--- config.mk ---
export PLATFORM = sky130hd
export DESIGN_NAME = filt_xfer
export DESIGN_NICKNAME = d
export VERILOG_FILES = /design/src/rtl/filt_xfer_pkg.sv /design/src/rtl/filt_xfer_mac.sv /design/src/rtl/filt_xfer.sv
export SDC_FILE = /design/constraint.sdc
export NUM_CORES = 2
export LEC_CHECK = 0
export BUFFER_PORTS_ARGS = -buffer_cell sky130_fd_sc_hd__buf_2
export CAP_MARGIN = 5
export CORE_ASPECT_RATIO = 1.1
export CORE_UTILIZATION = 65
export DETAILED_ROUTE_END_ITERATION = 16
export PLACE_DENSITY = 0.88
export SLEW_MARGIN = 20
export SYNTH_ARGS = -nofsm -noshare
export SYNTH_HDL_FRONTEND = slang
export SYNTH_SLANG_ARGS = --single-unit
--- constraint.sdc ---
create_clock -name clk -period 11 [get_ports clk]
set_input_delay 1.65 -clock clk [delete_from_list [all_inputs] [get_ports clk]]
set_output_delay 1.65 -clock clk [all_outputs]
set_load 0.02 [all_outputs]
--- src/rtl/filt_xfer_pkg.sv ---
// filt_xfer shared types and helpers: FSM state enum, accumulator
// width function, output reduction (saturate if FILT_XFER_SAT_EN, else wrap).
package filt_xfer_pkg;

  typedef enum logic [1:0] {
    S_IDLE  = 2'd0,
    S_RUN   = 2'd1,
    S_DRAIN = 2'd2,
    S_DONE  = 2'd3
  } state_e;

  function automatic int fx_acc_w(
    input int dw,
    input int cw,
    input int taps
  );
    return dw + cw + $clog2(taps);
  endfunction

  // Reduce a sign-extended value to dw bits, returned sign-extended.
  function automatic logic signed [63:0] fx_reduce(
    input logic signed [63:0] v,
    input int                 dw
  );
`ifdef FILT_XFER_SAT_EN
    logic signed [63:0] hi;
    logic signed [63:0] lo;
    hi = (64'sd1 <<< (dw - 1)) - 64'sd1;
    lo = -(64'sd1 <<< (dw - 1));
    if (v > hi) return hi;
    if (v < lo) return lo;
    return v;
`else
    return (v <<< (64 - dw)) >>> (64 - dw);
`endif
  endfunction

endpackage

--- src/rtl/filt_xfer_mac.sv ---
// filt_xfer FIR datapath: tap delay line (clear/shift), coefficient
// registers, signed multiply-add tree and registered accumulator acc_o.
module filt_xfer_mac
  import filt_xfer_pkg::*;
#(
  parameter int DATA_W = 8,
  parameter int COEF_W = 8,
  parameter int TAPS   = 14,
  parameter int IW     = $clog2(TAPS),
  parameter int AW     = fx_acc_w(DATA_W, COEF_W, TAPS)
) (
  input  logic                     clk,
  input  logic                     reset,
  input  logic                     clr_i,
  input  logic                     shift_i,
  input  logic signed [DATA_W-1:0] din_i,
  input  logic                     acc_en_i,
  input  logic                     cwe_i,
  input  logic [IW-1:0]            cidx_i,
  input  logic signed [COEF_W-1:0] cdata_i,
  output logic signed [AW-1:0]     acc_o
);

  localparam int PW = DATA_W + COEF_W;

  logic signed [DATA_W-1:0] tap_q  [TAPS];
  logic signed [COEF_W-1:0] coef_q [TAPS];
  logic signed [AW-1:0]     acc_q;
  logic signed [AW-1:0]     sum;
  logic signed [PW-1:0]     prod;

  always_ff @(posedge clk or posedge reset) begin
    if (reset) begin
      for (int k = 0; k < TAPS; k++) tap_q[k] <= '0;
    end else if (clr_i) begin
      for (int k = 0; k < TAPS; k++) tap_q[k] <= '0;
    end else if (shift_i) begin
      tap_q[0] <= din_i;
      for (int k = 1; k < TAPS; k++) tap_q[k] <= tap_q[k-1];
    end
  end

  // Indices with no matching tap simply write nothing.
  always_ff @(posedge clk or posedge reset) begin
    if (reset) begin
      for (int k = 0; k < TAPS; k++) coef_q[k] <= '0;
    end else if (cwe_i) begin
      for (int k = 0; k < TAPS; k++)
        if (cidx_i == IW'(k)) coef_q[k] <= cdata_i;
    end
  end

  always_comb begin
    sum  = '0;
    prod = '0;
    for (int k = 0; k < TAPS; k++) begin
      prod = PW'(tap_q[k]) * PW'(coef_q[k]);
      sum  = sum + AW'(prod);
    end
  end

  always_ff @(posedge clk or posedge reset) begin
    if (reset)         acc_q <= '0;
    else if (acc_en_i) acc_q <= sum;
  end

  assign acc_o = acc_q;

endmodule

--- src/rtl/filt_xfer.sv ---
// filt_xfer top: FSM, address counters, write-side valid pipeline.
// Ports: start/len/bases in, coef_* load, rd_*/wr_* RAM side, busy/done; FILT_XFER_SAT_EN.
module filt_xfer
  import filt_xfer_pkg::*;
#(
  parameter int DATA_W  = 8,
  parameter int COEF_W  = 8,
  parameter int TAPS    = 14,
  parameter int ADDR_W  = 10,
  parameter int FRAC_SH = 7
) (
  input  logic                     clk,
  input  logic                     reset,
  input  logic                     start,
  input  logic [ADDR_W:0]          len,
  input  logic [ADDR_W-1:0]        src_base,
  input  logic [ADDR_W-1:0]        dst_base,
  input  logic                     coef_we,
  input  logic [$clog2(TAPS)-1:0]  coef_idx,
  input  logic [COEF_W-1:0]        coef_data,
  output logic [ADDR_W-1:0]        rd_addr,
  input  logic [DATA_W-1:0]        rd_data,
  output logic [ADDR_W-1:0]        wr_addr,
  output logic [DATA_W-1:0]        wr_data,
  output logic                     wr_en,
  output logic                     busy,
  output logic                     done
);

  localparam int IW = $clog2(TAPS);
  localparam int AW = fx_acc_w(DATA_W, COEF_W, TAPS);
  localparam logic [ADDR_W:0] ONE = 1;

  state_e              st_q, st_d;
  logic [ADDR_W:0]     rem_q, rem_d;
  logic [1:0]          dcnt_q, dcnt_d;
  logic [ADDR_W-1:0]   ra_q, ra_d;
  logic [ADDR_W-1:0]   wa_q, wa_d;
  logic                v1_q, v2_q, v3_q;
  logic                clr;
  logic                cwe;
  logic signed [AW-1:0] acc;
  logic signed [AW-1:0] acc_sh;
  logic signed [63:0]   acc64;

  always_ff @(posedge clk or posedge reset) begin
    if (reset) begin
      st_q   <= S_IDLE;
      rem_q  <= '0;
      dcnt_q <= '0;
      ra_q   <= '0;
      wa_q   <= '0;
      v1_q   <= 1'b0;
      v2_q   <= 1'b0;
      v3_q   <= 1'b0;
    end else begin
      st_q   <= st_d;
      rem_q  <= rem_d;
      dcnt_q <= dcnt_d;
      ra_q   <= ra_d;
      wa_q   <= wa_d;
      v1_q   <= (st_q == S_RUN);
      v2_q   <= v1_q;
      v3_q   <= v2_q;
    end
  end

  always_comb begin
    st_d   = st_q;
    rem_d  = rem_q;
    dcnt_d = dcnt_q;
    ra_d   = ra_q;
    wa_d   = wa_q;
    clr    = 1'b0;
    if (v3_q) wa_d = wa_q + ADDR_W'(1);
    unique case (st_q)
      S_IDLE: begin
        if (start) begin
          if (len != '0) begin
            st_d  = S_RUN;
            rem_d = len;
            ra_d  = src_base;
            wa_d  = dst_base;
            clr   = 1'b1;
          end else begin
            st_d = S_DONE;
          end
        end
      end
      S_RUN: begin
        ra_d   = ra_q + ADDR_W'(1);
        rem_d  = rem_q - ONE;
        dcnt_d = 2'd0;
        if (rem_q == ONE) st_d = S_DRAIN;
      end
      S_DRAIN: begin
        dcnt_d = dcnt_q + 2'd1;
        if (dcnt_q == 2'd2) st_d = S_DONE;
      end
      S_DONE:  st_d = S_IDLE;
      default: st_d = S_IDLE;
    endcase
  end

  assign cwe = coef_we & ((st_q == S_IDLE) | (st_q == S_DONE));

  filt_xfer_mac #(
    .DATA_W (DATA_W),
    .COEF_W (COEF_W),
    .TAPS   (TAPS),
    .IW     (IW),
    .AW     (AW)
  ) u_mac (
    .clk      (clk),
    .reset    (reset),
    .clr_i    (clr),
    .shift_i  (v1_q),
    .din_i    (rd_data),
    .acc_en_i (v2_q),
    .cwe_i    (cwe),
    .cidx_i   (coef_idx),
    .cdata_i  (coef_data),
    .acc_o    (acc)
  );

  assign acc_sh  = acc >>> FRAC_SH;
  assign acc64   = {{(64-AW){acc_sh[AW-1]}}, acc_sh};
  assign wr_data = DATA_W'(fx_reduce(acc64, DATA_W));

  assign rd_addr = ra_q;
  assign wr_addr = wa_q;
  assign wr_en   = v3_q;
  assign busy    = (st_q == S_RUN) | (st_q == S_DRAIN);
  assign done    = (st_q == S_DONE);

endmodule

* Word-level counts from Yosys, hierarchy flattened
Index checks and enable logic that the tools add are counted.
** Word-level totals
- Register bits after elaboration :: 277
- Bits of input ports :: 55
- Word-level logic and storage cells :: 136
** Operators by class
- $add $sub $neg :: 17
- Multipliers :: 14
- Eq/ne operators :: 22
- Muxes and demuxes :: 21
- Bitwise logic cells :: 3
- Reductions and logical operators :: 22
** Operator list (count)
- 112-bit 2-to-1 mux :: 2
- 8-bit by 8-bit multiplier with 15-bit output :: 14
- 15-bit adder :: 13
- 10-bit 2-to-1 mux :: 6
- 2-bit AND reduction :: 14
- 4-bit equality test (second input constant) :: 6
- 11-bit 2-to-1 mux :: 2
- 11-bit case mux with 2 select lines :: 1
- 10-bit by 1-bit adder with 10-bit output (second input constant) :: 2
- 10-bit case mux with 2 select lines :: 1
- 4-bit by 3-bit equality test with 1-bit output (second input constant) :: 4
- 11-bit by 1-bit equality test with 1-bit output (second input constant) :: 1
- 11-bit nonzero test :: 1
- 11-bit by 1-bit subtractor with 11-bit output (second input constant) :: 1
- 4-bit by 2-bit equality test with 1-bit output (second input constant) :: 2
- 2-bit 2-to-1 mux :: 4
- 2-bit case mux with 4 select lines :: 1
- 2-bit equality test (second input constant) :: 3
- 2-bit != test (second input constant) :: 3
- 3-bit AND reduction :: 2
- 2-bit nonzero test :: 3
- 4-bit by 1-bit equality test with 1-bit output (second input constant) :: 1
- 4-bit logical NOT :: 1
- 2-bit case mux with 2 select lines :: 1
- 7 further kinds :: 10

* Depth between registers and ports, before layout
- Depth after elaboration :: 14
- Depth in mapped cells :: 33
- Mapped depth without buffers :: 32

* Hierarchy
Synthesis repeated with hierarchy kept, for this count alone.
** Unflattened totals
- Cell total of the unflattened synthesis :: 4987
- Area, all modules :: 51361.8 um^2
** Modules (own cells, without submodules)
- filt_xfer_mac :: instances 1, cells an instance 4730, area each 49052.0 um^2, sequential area each 6105.9 um^2
- filt_xfer :: instances 1, cells an instance 257, area each 2309.7 um^2, sequential area each 950.9 um^2

* Least setup slack after synthesis
Ideal clock, no wire load.
- Kind :: reg-to-reg
- Start point :: register u_mac.tap_q[7] (netlist bit)
- End point :: register u_mac.acc_q[14], in the netlist u_mac.acc_o[14]
- Arrival :: 8055 ps
- Data required time :: 10875 ps
- Slack :: 2820 ps
- Cell stages (with the launch flop) :: 29
- Clock period less this slack :: 8180 ps
- Cells stage by stage :: dfrtp_1 > clkbuf_1 > and2_1 > fa_1 > fa_1 > inv_1 > fa_1 > inv_1 > fa_1 > inv_1 > fa_1 > inv_1 > fa_1 > inv_1 > fa_1 > inv_1 > fa_1 > fa_1 > fa_1 > inv_1 > fa_1 > inv_1 > ha_1 > o41a_1 > nand4_1 > nand2_1 > a31oi_1 > xnor2_1 > mux2_4
** On the way
- Word-level cells in the longest chain between the ends :: 2
** Ends and longest elaborated chain
- from (decl) :: RTL line filt_xfer_mac.sv:26 : logic signed [DATA_W-1:0] tap_q [TAPS];
- 8-bit by 8-bit multiplier with 15-bit output :: RTL line filt_xfer_mac.sv:57 : prod = PW'(tap_q[k]) * PW'(coef_q[k]);
- 15-bit adder :: RTL line filt_xfer_mac.sv:58 : sum = sum + AW'(prod);
- to (signal assigned) :: RTL line filt_xfer_mac.sv:64 : else if (acc_en_i) acc_q <= sum;
- to (decl) :: RTL line filt_xfer_mac.sv:28 : logic signed [AW-1:0] acc_q;
Every way passes these cells.
A chain may end at the register's enable or synchronous reset.

* Final worst setup path
- Start point :: register u_mac.tap_q[23] (netlist bit)
- End point :: register u_mac.acc_q[14], in the netlist u_mac.acc_o[14]
** On the way
- Word-level cells in the longest chain between the ends :: 4
** Ends and longest elaborated chain (RTL line)
- 8-bit by 8-bit multiplier with 15-bit output :: filt_xfer_mac.sv:57
- 15-bit adder (3 in series) :: filt_xfer_mac.sv:58
Every way passes these cells.

==> results.txt <==
The area fraction of the dominant cell type after synthesis came out at 44.1%. The slew of the pin with the lowest slew margin came out at 1.26 ns. The clock tree skew after final layout is 0.0357 ns. When the netlist entered floorplanning its net count stood at 5810. The floorplan die width is 255 um. Gates resized during post-CTS repair numbered 0. Counting stages on the worst path, the most repeated cell is sky130_fd_sc_hd__fa_1. By area the synthesized netlist is led by sky130_fd_sc_hd__fa_1 (44%), sky130_fd_sc_hd__dfrtp_1 (15%), sky130_fd_sc_hd__inv_1 (9.2%). The minimum clock period after layout is 8.88 ns. In this run the cell area measured after placement is 46600 sq um. The warning count from the yosys run is 0. The number of port buffers came out at 85. The startpoint type of the worst setup path is a register.

In the final design database the tool counted 5765 nets. The total of fill cells in the finished design is 5026. For the final routed database, the setup TNS stands at 0 ns. The overall routing resource usage came out at 37.8%. For this run, the leading register cell type out of synthesis is sky130_fd_sc_hd__dfrtp_1. The biggest fanout along the worst timing path is 10. The worst register-to-register path begins at u_mac.tap_q[23].

The die footprint is 71300 sq um. The congestion estimate from routability-driven global placement came to 1.04. The die extent in y is 280 um. The initial utilization of the core area, before any placement, comes to 66.0%. In this run, synthesis produced a sequential element count of 270. Of all cell types, the one taking the most synthesized area is sky130_fd_sc_hd__fa_1.

The root buffer cell chosen for the clock tree is sky130_fd_sc_hd__clkbuf_16. Timing would allow up to 113 MHz. The DRC violations left is 0. The post-synthesis async set-or-reset flop share is 100%. Among all stages on the critical path, the largest delay is contributed by sky130_fd_sc_hd__fa_1. The number of library cell types mapped by synthesis is 43. The source-to-sink clock delay at the later pin of the worst-skew pair came out at 0.58 ns. The number of buffers between clock root and the deepest sink came out at 3. The data required time at the worst endpoint came out at 11.46 ns. The total wire length is 126000 um. Setup repair after global routing left no endpoint under its margin. The cell count after synthesis came out at 4469.

TritonCTS built the clock tree. The number of antenna-violating nets in the routed design came out at 0. After clock tree synthesis, the setup repair step added 0 buffers. On the worst path, the slowest cell contributes a delay of 0.69 ns. The clock edge transition at the registers on the reported setup and hold paths came out at 0.07 ns. Summing the sequential cell areas from Yosys gives 14.8% of the chip area. The count of pins over their slew limit came to 0. The final number of setup-violating endpoints is 0. In the final routed layout, each cell accounts on average for 23.5 um. The multi-input combinational cell area came out at 34100 sq um. Timing analysis after detailed placement gives a worst setup slack of 2.29 ns. The total standard cell area after synthesis came out at 45700 sq um. The number of endpoints with negative hold slack in the final report came out at 0. Headroom to the max-slew limit came out at 15.1%. Across the whole layout, storage elements account for 6760 sq um. The data arrival at the endpoint of the critical path came out at 9.34 ns. In the finished design, the share of the clock period the worst path needs comes to 80.7%. The beginning of the worst hold path is u_mac.acc_o[7]. The first-iteration detailed-routing DRC count came out at 2821. Using the TritonRoute via totals, the vias-per-cell ratio works out to 5.74. The number of buffers created by CTS is 34.

The relative area change from synthesis to final layout is 4.67%. The average footprint of a synthesized cell is 10.2 sq um. The fraction of final layout cells with drive strength greater than 1 is 6.34%. The number of antenna violations at the first check in global routing is 1. Counting flops with a built-in enable in the synthesized netlist gives 0.

In this run the number of H-tree levels came out at 2. The critical path starts at u_mac.tap_q[23]. The first global-routing pass estimated 197000 um of wire. The number of hold buffers added after CTS came out at 0. The worst hold slack came out at 0.481 ns.

For this design the top-level I/O count stands at 86. The area of the core is 69300 sq um. The max-cap violation count is 0. Summed over all layers, the global routing overflow is 0. The min-delay analysis places its worst path in the category register to register. For this run, the detailed router's first-pass iteration total came to 6. The number of global-route vias before repair is 34000. The floorplan has 101 rows. The flow ran to the end, and the final reports show no timing, DRC or antenna violations.

For this block, the via count after detailed routing is 30900. The worst setup path is of the register to register kind. The cell family contributing the most delay on the critical path is adder cells. The largest net degree at the start of global routing came out at 121.

Summing all non-filler instances in the final layout gives an area of 47800 sq um. The minimum setup slack in the final design came out at 2.12 ns. The clock sink total is 270. STA classifies the critical path endpoint as a register.

The sum of buffers and inverters on the critical path is 7. The HPWL after detailed placement is 103000 um.
## cell usage after synthesis (2+ instances only)
library cell / instances
sky130_fd_sc_hd__a21oi_1: 38
sky130_fd_sc_hd__nand2_1: 333
sky130_fd_sc_hd__and2_2: 4
sky130_fd_sc_hd__mux2i_1: 122
sky130_fd_sc_hd__nand4_1: 4
sky130_fd_sc_hd__nor4_1: 3
sky130_fd_sc_hd__buf_1: 2
sky130_fd_sc_hd__a31oi_1: 2
sky130_fd_sc_hd__o21ai_0: 37
sky130_fd_sc_hd__a21o_1: 6
sky130_fd_sc_hd__fa_1: 1007
sky130_fd_sc_hd__o22ai_1: 10
sky130_fd_sc_hd__and2_1: 482
sky130_fd_sc_hd__ha_1: 279
sky130_fd_sc_hd__buf_6: 2
sky130_fd_sc_hd__nand3_1: 15
sky130_fd_sc_hd__mux2_2: 122
sky130_fd_sc_hd__and3_1: 10
sky130_fd_sc_hd__nand2b_1: 57
sky130_fd_sc_hd__xnor2_1: 140
sky130_fd_sc_hd__nor2_1: 146
sky130_fd_sc_hd__nor3_1: 9
sky130_fd_sc_hd__xor2_1: 22
sky130_fd_sc_hd__buf_2: 17
sky130_fd_sc_hd__inv_1: 1115
sky130_fd_sc_hd__buf_4: 4
sky130_fd_sc_hd__clkbuf_1: 148
sky130_fd_sc_hd__dfrtp_1: 270
sky130_fd_sc_hd__nor2b_1: 49
## kinds of logic (layout without fill, tap and decap cells)
| family | Yosys count | count (layout) | synth area share (%) |
|---|---|---|---|
| other | 0 | 1 | 0 |
| adder cells (fa/ha/maj) | 1286 | 1286 | 51.8 |
| XOR/XNOR | 164 | 164 | 3.19 |
| AND/OR/NAND/NOR | 1116 | 1116 | 12.6 |
| multiplexers | 245 | 245 | 5.71 |
| buffers and inverters | 1288 | 1267 | 10.7 |
| flip-flops | 270 | 270 | 14.8 |
| AO/OA/AOI/OAI | 100 | 100 | 1.22 |
## cell type report
class	instances	area share, %
Inverter	1115	8.77
Timing Repair Buffer	92	1.00
Tap cell	927	2.43
Antenna cell	1	0.00523
Sequential cell	270	14.1
Multi-Input combinational cell	2911	71.2
Clock inverter	20	0.529
Clock buffer	40	1.91
## path summary, 6_finish.rpt
kind                                     to  slack, ns  cells after the start
setup / recovery            u_mac.acc_o[14]       2.12                     28
hold / removal               u_mac.acc_o[7]       0.48                      1
setup reg to reg            u_mac.acc_o[14]       2.12                     28
hold reg to reg              u_mac.acc_o[7]       0.48                      1
max in group asynchronous  u_mac.coef_q[12]       7.74                      4
min in group asynchronous   u_mac.tap_q[70]       1.27                      2
## worst reg2reg max path: cells and delay by family, from the launching register on
kind	cells	cell delay, ns
xor+xnor	1	0.16
flops	1	0.55
mux	1	0.26
compound gates	2	0.38
simple gates	5	0.97
fa+ha+maj	12	6.06
buf+inv	7	0.42
## placed cells by master, fill, tap and decap left out, types with 3 or more instances in the layout
cell type                       n
sky130_fd_sc_hd__nand4_1        4
sky130_fd_sc_hd__bufinv_16      5
sky130_fd_sc_hd__ha_1         279
sky130_fd_sc_hd__clkbuf_16     35
sky130_fd_sc_hd__nor2b_1       49
sky130_fd_sc_hd__clkinvlp_4     4
sky130_fd_sc_hd__clkinv_2       7
sky130_fd_sc_hd__nand2_1      333
sky130_fd_sc_hd__o21ai_0       37
sky130_fd_sc_hd__nor3_1         9
sky130_fd_sc_hd__buf_2         85
sky130_fd_sc_hd__xnor2_1      140
sky130_fd_sc_hd__mux2_2       122
sky130_fd_sc_hd__o22ai_1       10
sky130_fd_sc_hd__a21oi_1       37
sky130_fd_sc_hd__clkbuf_1       3
sky130_fd_sc_hd__dfrtp_1      269
sky130_fd_sc_hd__xor2_1        22
sky130_fd_sc_hd__and2_2         4
sky130_fd_sc_hd__nor2_1       146
sky130_fd_sc_hd__fa_1        1007
sky130_fd_sc_hd__nand3_1       15
sky130_fd_sc_hd__inv_1       1114
sky130_fd_sc_hd__a21o_1         6
sky130_fd_sc_hd__and3_1         9
sky130_fd_sc_hd__and2_1       482
sky130_fd_sc_hd__mux2i_1      122
sky130_fd_sc_hd__nor4_1         3
sky130_fd_sc_hd__buf_4          7
sky130_fd_sc_hd__nand2b_1      57
## state kept, by name (all words and copies together) (netlist names)
name	flops
dcnt_q	2
rd_addr	10
rem_q	11
st_q	2
u_mac.acc_o	8
u_mac.coef_q	112
u_mac.tap_q	112
v1_q	1
v2_q	1
wr_addr	10
wr_en	1
## routing by layer
layer	GRT usage (%)	share of wire (%)	vias up
li1	-	-	12800
met1	47.2	35	15900
met2	59.9	47	1727
met3	10.1	11	461
met4	21.3	6.8	2
met5	0	0.011	-
## through the flow
stage	util, %	instances
3_3_place_gp	67.3	5315
5_1_grt	69.0	5375
4_1_cts	69.0	5375
6_report	69.0	5376
3_5_place_dp	67.3	5315
2_1_floorplan	-	4469
Power is not shown: default switching activity piles up to over one toggle a cycle in this logic, so the estimate is an artifact.
